### config.mk
export PLATFORM = sky130hd
export DESIGN_NAME = turf_udp_tx_arbiter
export DESIGN_NICKNAME = d
export VERILOG_FILES = /design/src/rtl/turf_udp_pkg.sv /design/src/rtl/rr_priority_select.sv /design/src/rtl/turf_udp_tx_arbiter.sv
export SDC_FILE = /design/constraint.sdc
export NUM_CORES = 1
export LEC_CHECK = 0
export CORE_AREA = 4 4 278 280
export CTS_CLUSTER_DIAMETER = 80
export DETAILED_ROUTE_END_ITERATION = 16
export DIE_AREA = 0 0 282 284
export GPL_TIMING_DRIVEN = 0
export HOLD_SLACK_MARGIN = 0.06
export SLEW_MARGIN = 20
export SYNTH_ARGS = -nofsm -noshare
export SYNTH_HDL_FRONTEND = slang
export SYNTH_HIERARCHICAL = 1
export SYNTH_SLANG_ARGS = --single-unit
### constraint.sdc
create_clock -name aclk -period 3.9 [get_ports aclk]
set_input_delay 0.39 -clock aclk [delete_from_list [all_inputs] [get_ports aclk]]
set_output_delay 0.39 -clock aclk [all_outputs]
set_load 0.02 [all_outputs]
### src/rtl/turf_udp_pkg.sv
// turf_udp_pkg: shared widths, UDP header layout and the
// transmit-arbiter state encoding for the TURF UDP path.
package turf_udp_pkg;

  localparam int UDP_DATA_W = 64;
  localparam int UDP_KEEP_W = 8;

  localparam int UDP_HDR_IP_LSB   = 32;
  localparam int UDP_HDR_IP_W     = 32;
  localparam int UDP_HDR_PORT_LSB = 16;
  localparam int UDP_HDR_PORT_W   = 16;
  localparam int UDP_HDR_LEN_LSB  = 0;
  localparam int UDP_HDR_LEN_W    = 16;

  typedef enum logic [1:0] {
    ARB_IDLE,
    ARB_HDR,
    ARB_DATA
  } arb_state_t;

  function automatic logic [UDP_HDR_LEN_W-1:0] udp_hdr_len(
    input logic [UDP_DATA_W-1:0] hdr
  );
    return hdr[UDP_HDR_LEN_LSB +: UDP_HDR_LEN_W];
  endfunction

endpackage

### src/rtl/rr_priority_select.sv
// rr_priority_select: round-robin pick of the first set request
// bit above 'last', wrapping modulo NUM_PORTS. Purely combinational.
module rr_priority_select #(
  parameter int NUM_PORTS = 4,
  parameter int PORT_BITS = $clog2(NUM_PORTS)
) (
  input  logic [NUM_PORTS-1:0] req,
  input  logic [PORT_BITS-1:0] last,
  output logic [PORT_BITS-1:0] grant,
  output logic                 valid
);

  logic [PORT_BITS-1:0] idx;

  // Walk from farthest to nearest so the nearest hit wins.
  always_comb begin
    grant = '0;
    valid = 1'b0;
    idx   = '0;
    for (int k = NUM_PORTS; k >= 1; k--) begin
      idx = PORT_BITS'((int'(last) + k) % NUM_PORTS);
      if (req[idx]) begin
        grant = idx;
        valid = 1'b1;
      end
    end
  end

endmodule

### src/rtl/turf_udp_tx_arbiter.sv
// turf_udp_tx_arbiter: packet-granular round-robin share of the
// outbound UDP header + payload streams among NUM_PORTS requesters.
module turf_udp_tx_arbiter
  import turf_udp_pkg::*;
#(
  parameter int NUM_PORTS = 4,
  parameter int PORT_BITS = $clog2(NUM_PORTS)
) (
  input  logic                             aclk,
  input  logic                             aresetn,
  input  logic [UDP_DATA_W*NUM_PORTS-1:0]  s_udphdr_tdata,
  input  logic [NUM_PORTS-1:0]             s_udphdr_tvalid,
  output logic [NUM_PORTS-1:0]             s_udphdr_tready,
  input  logic [UDP_DATA_W*NUM_PORTS-1:0]  s_udpdata_tdata,
  input  logic [UDP_KEEP_W*NUM_PORTS-1:0]  s_udpdata_tkeep,
  input  logic [NUM_PORTS-1:0]             s_udpdata_tlast,
  input  logic [NUM_PORTS-1:0]             s_udpdata_tvalid,
  output logic [NUM_PORTS-1:0]             s_udpdata_tready,
  output logic [UDP_DATA_W-1:0]            m_udphdr_tdata,
  output logic                             m_udphdr_tvalid,
  input  logic                             m_udphdr_tready,
  output logic [UDP_DATA_W-1:0]            m_udpdata_tdata,
  output logic [UDP_KEEP_W-1:0]            m_udpdata_tkeep,
  output logic                             m_udpdata_tlast,
  output logic                             m_udpdata_tvalid,
  input  logic                             m_udpdata_tready,
  input  logic [NUM_PORTS-1:0]             port_enable_i,
  output logic [PORT_BITS-1:0]             grant_o,
  output logic                             busy_o
);

  arb_state_t           state_q, state_d;
  logic [PORT_BITS-1:0] grant_q, grant_d;
  logic [PORT_BITS-1:0] last_q, last_d;
  logic [PORT_BITS-1:0] sel_grant;
  logic                 sel_valid;
  logic [NUM_PORTS-1:0] req;
  logic                 hdr_fire;
  logic                 data_fire;

  logic [UDP_DATA_W-1:0] hdr_a  [NUM_PORTS];
  logic [UDP_DATA_W-1:0] data_a [NUM_PORTS];
  logic [UDP_KEEP_W-1:0] keep_a [NUM_PORTS];

  always_comb begin
    for (int i = 0; i < NUM_PORTS; i++) begin
      hdr_a[i]  = s_udphdr_tdata[UDP_DATA_W*i +: UDP_DATA_W];
      data_a[i] = s_udpdata_tdata[UDP_DATA_W*i +: UDP_DATA_W];
      keep_a[i] = s_udpdata_tkeep[UDP_KEEP_W*i +: UDP_KEEP_W];
    end
  end

  // Enable only matters while choosing; an owner keeps the path.
  assign req = s_udphdr_tvalid & port_enable_i;

  rr_priority_select #(
    .NUM_PORTS (NUM_PORTS),
    .PORT_BITS (PORT_BITS)
  ) u_sel (
    .req   (req),
    .last  (last_q),
    .grant (sel_grant),
    .valid (sel_valid)
  );

  always_comb begin
    m_udphdr_tdata   = '0;
    m_udphdr_tvalid  = 1'b0;
    s_udphdr_tready  = '0;
    m_udpdata_tdata  = '0;
    m_udpdata_tkeep  = '0;
    m_udpdata_tlast  = 1'b0;
    m_udpdata_tvalid = 1'b0;
    s_udpdata_tready = '0;
    unique case (state_q)
      ARB_HDR: begin
        m_udphdr_tdata           = hdr_a[grant_q];
        m_udphdr_tvalid          = s_udphdr_tvalid[grant_q];
        s_udphdr_tready[grant_q] = m_udphdr_tready;
      end
      ARB_DATA: begin
        m_udpdata_tdata           = data_a[grant_q];
        m_udpdata_tkeep           = keep_a[grant_q];
        m_udpdata_tlast           = s_udpdata_tlast[grant_q];
        m_udpdata_tvalid          = s_udpdata_tvalid[grant_q];
        s_udpdata_tready[grant_q] = m_udpdata_tready;
      end
      default: ;
    endcase
  end

  assign hdr_fire  = m_udphdr_tvalid & m_udphdr_tready;
  assign data_fire = m_udpdata_tvalid & m_udpdata_tready;

  always_comb begin
    state_d = state_q;
    grant_d = grant_q;
    last_d  = last_q;
    unique case (state_q)
      ARB_IDLE: begin
        if (sel_valid) begin
          grant_d = sel_grant;
          state_d = ARB_HDR;
        end
      end
      ARB_HDR: begin
        if (hdr_fire) state_d = ARB_DATA;
      end
      ARB_DATA: begin
        if (data_fire && m_udpdata_tlast) begin
          last_d  = grant_q;
          state_d = ARB_IDLE;
        end
      end
      default: state_d = ARB_IDLE;
    endcase
  end

  // last_q resets to the top index so port 0 is first in line.
  always_ff @(posedge aclk or negedge aresetn) begin
    if (!aresetn) begin
      state_q <= ARB_IDLE;
      grant_q <= '0;
      last_q  <= PORT_BITS'(NUM_PORTS - 1);
    end else begin
      state_q <= state_d;
      grant_q <= grant_d;
      last_q  <= last_d;
    end
  end

  assign grant_o = grant_q;
  assign busy_o  = (state_q != ARB_IDLE);

endmodule

==> flow_summary_export.csv, run 1 <==
group,metric,value,unit
pwr,ir_worst_vdd,438,uV
cts,cts.sinks,6,
timing,hold_viol,0,
synth,yosysTopAreaCell,"mux4_2",
synth,syn_area,0.00469,mm^2
route,vias,7190,
layout,final_area,0.0132,mm^2
timing,max_freq,282,MHz
setup_path,critPathArrivalTime,3160,ps
timing,min_period_over_period,90.9,%
synth,post-synth-top-count-cell,"and2_1",
synth,synth_top_cell_area_share,66.8,%
setup_path,path_class,"reg -> out",
route,wire_per_inst,27.9,um
pwr,power,6.24,mW
timing,rsz0062_at_grt,"false",
die,io_pins,714,
cts,post_cts_buffers,0,
synth,ys_seq_area_share,3.26,%
timing,hold_ws,415,ps
global_route,grt_overflow_total,0,
global_route,grt_pass1_vias,8007,
route,via_per_inst,3.47,
setup_path,worstRegToRegCells,4,
job,maxCapViolCount,0,
global_route,grt_pass1_wl,73.4,mm
synth,synth.avg_cell_area,12.5,um^2
timing,fin_worst_skew,3.74,ps
timing,setup_violations,0,
route,drt_first_pass_iters,5,
layout,nets,1658,
placed_design,dpl.hpwl,52.3,mm
timing,setup_ws,354,ps
layout,drive_above_1_share,15.7,%
cts,h-tree-depth,1,
route,ant_nets,0,
global_route,track_usage,13.5,%
pwr,power.density,474,mW/mm^2
synth,synthTopCellsByArea,"mux4_2 67%, and2_1 19%, dfrtp_1 2.1%",
layout,syn_to_final_growth,181,%
synth,synth_flop_cell,"dfrtp_1",
placed_design,pre_cts_slack,-440,ps
route,drc,0,
setup_path,crit_fanout,10,
synth,synth_edf_count,0,
cts,cts_buffers,3,
cts,clock_latency,230,ps
cts,clkSlewWorstSetupHoldPaths,40,ps
synth,synthTopCellsByCount,"143 x and2_1, 139 x mux4_2, 21 x clkbuf_1",
die,die_area,0.0801,mm^2
placed_design,place_area,0.0130,mm^2
placed_design,place.gp.congestion,0.942,
global_route,grt_max_degree,11,
timing,worst_pin_slew,999,ps
synth,yosysWarnings,6,
synth,async_flop_share,100,%
cts,ctsHoldBuffers,0,
die,die_w,282,um
synth,synth.distinct_cells,26,
timing,finalCriticalPeriod,3550,ps
status,status,"finished clean",
timing,slew_violations,0,
route,drt_iter0_drc,317,
setup_path,end_kind,"output port",
synth,synth_fp_nets,940,
timing,slew_headroom,33.4,%
placed_design,portBuffers,713,
die,initial_core_util,6.29,%
setup_path,crit_path_start_kind,"register",
die,core.rowCount,100,
synth,synth_cells,376,
cts,clockBufferDepth,2,
route,routed_wl,57.8,mm
global_route,antenna_found_initial,43,
cts,clock-root-buffer,"clkbuf_16",
cts,tritoncts,"done",
setup_path,cp_data_required_time,3510,ps
synth,yosys_register_bits,6,
worst_hold_path,hold_path_class,"in -> async",
die,fp.dieH,284,um
pwr,p_leak,4.32,nW
die,core,0.0744,mm^2
layout,fin_util,17.7,%
## layout by cell type (no fill, tap or decap), types with 2 or more instances in the layout
cell	synthesis	layout
dfrtp_1	4	4
a21oi_1	2	2
inv_1	2	2
buf_1	8	8
dfstp_2	2	2
buf_6	8	8
mux4_2	139	139
buf_2	10	10
nor2_1	10	10
diode_2	0	13
nand2_1	4	4
mux2_2	4	4
and2_1	143	143
clkbuf_1	21	21
clkbuf_16	0	3
nor3_1	2	2
clkdlybuf4s50_1	0	713
nand2b_1	5	5
## sequential cells by signal (all words and copies together), names as in the netlist
name     cells
last_q       2
state_q      2
grant_o      2
## critical path, cell delays in order, from the launching register on
cell and delay, ps:
dfrtp_1 390, buf_2 450, buf_1 760, mux4_2 510, and2_1 190, clkdlybuf4s50_1 600
## power breakdown
| part | leakage (nW) | switching, mW | internal [mW] |
|---|---|---|---|
| Combinational | 4.21 | 2.89 | 3.04 |
| Sequential | 0.0691 | 0.0386 | 0.0973 |
| Clock | 0.0382 | 0.0356 | 0.136 |
| Total | 4.32 | 2.97 | 3.27 |
## metal layers
layer / global-route usage [%] / part of all wire [%] / vias up
met4: 2.26 / 2.1 / 10
met3: 4.49 / 9.5 / 88
met5: 0 / 0.10 / -
met2: 23.8 / 48 / 580
li1: - / - / 2988
met1: 16.2 / 40 / 3524
## timing repair
action                     in CTS  in global routing
setup endpoints to repair      44                  0
gates resized for setup         2                  0
hold endpoints to repair        0                  0
## path summary, 6_finish.rpt
path	startpoint	endpoint	slack, ps
worst max-delay path	grant_o[1]$_DFFE_PN0P_	m_udpdata_tkeep[7]	350
max in group asynchronous	aresetn	last_q[0]$_DFFE_PN1P_	3200
worst min register to register	state_q[1]$_DFFE_PN0P_	state_q[0]$_DFFE_PN0P_	480
worst max register to register	grant_o[0]$_DFFE_PN0P_	state_q[1]$_DFFE_PN0P_	1930
min in group aclk	state_q[1]$_DFFE_PN0P_	state_q[0]$_DFFE_PN0P_	480
worst min-delay path	aresetn	grant_o[0]$_DFFE_PN0P_	410
## per-stage QoR
| stage | setup TNS [ps] | instances |
|---|---|---|
| 2_1_floorplan | 0 | 376 |
| 3_5_place_dp | -876 | 2058 |
| 3_3_place_gp | -749 | 2058 |
| 5_1_grt | 0 | 2068 |
| 4_1_cts | 0 | 2062 |
| 6_report | 0 | 2075 |
## layout make-up
cell class,instances,area [um^2]
inverter,2,7.51
clock buffer,4,78.8
antenna,13,32.5
sequential,6,153
tap,969,1210
multi-input combinational,321,4280
fill,8197,61300
timing repair buffer,713,7140
buffer,47,250
## cell families after synthesis
group	Yosys count	share of synthesized area, %
simple gates	170	21.9
buf+inv	49	5.47
flops	6	3.26
compound gates	7	1.39
mux	144	68.0
Power figures use the tool's default switching activity.
==> run 2, diff against run 1 <==
--- a/config.mk
+++ b/config.mk
@@ -5,12 +5,14 @@
 export SDC_FILE = /design/constraint.sdc
 export NUM_CORES = 1
 export LEC_CHECK = 0
+export ABC_CLOCK_PERIOD_IN_PS = 3900
 export CORE_AREA = 4 4 278 280
 export CTS_CLUSTER_DIAMETER = 80
 export DETAILED_ROUTE_END_ITERATION = 16
 export DIE_AREA = 0 0 282 284
 export GPL_TIMING_DRIVEN = 0
 export HOLD_SLACK_MARGIN = 0.06
+export SKIP_CTS_REPAIR_TIMING = 1
 export SLEW_MARGIN = 20
 export SYNTH_ARGS = -nofsm -noshare
 export SYNTH_HDL_FRONTEND = slang
==> flow_summary_export.csv, run 2 (synthesis gave the netlist of run 1 again) <==
group,metric,value,unit
global_route,track_usage,13.5,%
cts,tritoncts,"done",
pwr,power,6.24,mW
setup_path,end_kind,"output port",
timing,setup_violations,0,
pwr,p_leak,4.32,nW
layout,drive_above_1_share,15.7,%
global_route,antenna_found_initial,43,
timing,min_period_over_period,91.1,%
timing,rsz0062_at_grt,"false",
die,die_area,0.0801,mm^2
die,core,0.0744,mm^2
global_route,grt_pass1_vias,8007,
layout,layout_commonest_cell,"clkdlybuf4s50_1",
cts,clockBufferDepth,2,
timing,hold_viol,0,
timing,max_freq,281,MHz
global_route,grt_pass1_wl,73.4,mm
route,wire_per_inst,27.8,um
job,maxCapViolCount,0,
global_route,grt_overflow_total,0,
route,routed_wl,57.8,mm
setup_path,cp_data_required_time,3510,ps
layout,nets,1658,
layout,syn_to_final_growth,181,%
placed_design,portBuffers,713,
die,io_pins,714,
placed_design,place.gp.congestion,0.942,
die,fp.dieH,284,um
setup_path,critPathArrivalTime,3160,ps
cts,h-tree-depth,1,
route,via_per_inst,3.46,
layout,final_cell_mix,"713 x clkdlybuf4s50_1, 143 x and2_1, 139 x mux4_2",
cts,clock-root-buffer,"clkbuf_16",
pwr,power.density,474,mW/mm^2
pwr,ir_worst_vdd,437,uV
timing,finalCriticalPeriod,3550,ps
route,vias,7197,
timing,fin_worst_skew,3.62,ps
setup_path,crit_fanout,10,
timing,setup_tns,0,ps
cts,clkSlewWorstSetupHoldPaths,40,ps
timing,slew_violations,0,
cts,cts_buffers,3,
timing,slew_headroom,33.2,%
die,core.rowCount,100,
timing,worst_pin_slew,1000,ps
setup_path,crit_path_start_kind,"register",
placed_design,dpl.hpwl,52.3,mm
worst_hold_path,hold_path_class,"in -> async",
cts,cts.sinks,6,
global_route,grt_max_degree,11,
cts,clock_latency,230,ps
route,ant_nets,0,
route,drt_first_pass_iters,5,
die,initial_core_util,6.29,%
route,drc,0,
status,status,"finished clean",
setup_path,path_class,"reg -> out",
route,drt_iter0_drc,303,
die,die_w,282,um
==> run 2: per-layer routing <==
layer / GRT usage [%] / vias to the layer above / wire length, um
met4: 2.26 / 10 / 1250
met1: 16.2 / 3553 / 22900
met5: 0 / - / 58
met3: 4.49 / 78 / 5660
li1: - / 2991 / -
met2: 23.8 / 565 / 27900
==> run 2: area by class of cell <==
type                            count  area (um^2)
Tap cell                          969         1210
Clock buffer                        4         78.8
Buffer                             47          250
Sequential cell                     6          153
Inverter                            2         7.51
Timing Repair Buffer              713         7140
Antenna cell                       16         40.0
Fill cell                        8198        61300
Multi-Input combinational cell    321         4280
==> run 2: final timing paths <==
check	from	end	cells after the start	slack [ps]
worst max-delay path	grant_o[1]$_DFFE_PN0P_	m_udpdata_tkeep[7]	5	350
worst min-delay path	aresetn	grant_o[0]$_DFFE_PN0P_	1	410
worst max register to register	grant_o[0]$_DFFE_PN0P_	state_q[1]$_DFFE_PN0P_	4	1930
worst min register to register	state_q[1]$_DFFE_PN0P_	state_q[0]$_DFFE_PN0P_	1	480
max in group asynchronous	aresetn	last_q[0]$_DFFE_PN1P_	1	3200
min in group aclk	state_q[1]$_DFFE_PN0P_	state_q[0]$_DFFE_PN0P_	1	480
==> run 2: through the flow <==
step           worst slack (ps)  instances  hold WS, ps  area [um^2]  utilization (%)
2_1_floorplan              1810        376         94.4         4690                -
3_3_place_gp               -429       2058          458        13000             17.5
3_5_place_dp               -440       2058          470        13000             17.5
4_1_cts                    -704       2062          420        13100             17.6
5_1_grt                    22.9       2068          429        13100             17.6
6_report                    348       2078          415        13200             17.7
==> run 2: worst max-delay path: stages (launching register included) <==
cell and delay [ps]:
dfrtp_1 390, buf_2 450, buf_1 770, mux4_2 510, and2_1 190, clkdlybuf4s50_1 600
==> run 2: where the power goes <==
| part | internal (mW) | total [mW] | switching (mW) |
|---|---|---|---|
| Combinational | 3.04 | 5.93 | 2.89 |
| Clock | 0.136 | 0.171 | 0.0355 |
| Sequential | 0.0973 | 0.136 | 0.0386 |
| Total | 3.27 | 6.24 | 2.97 |
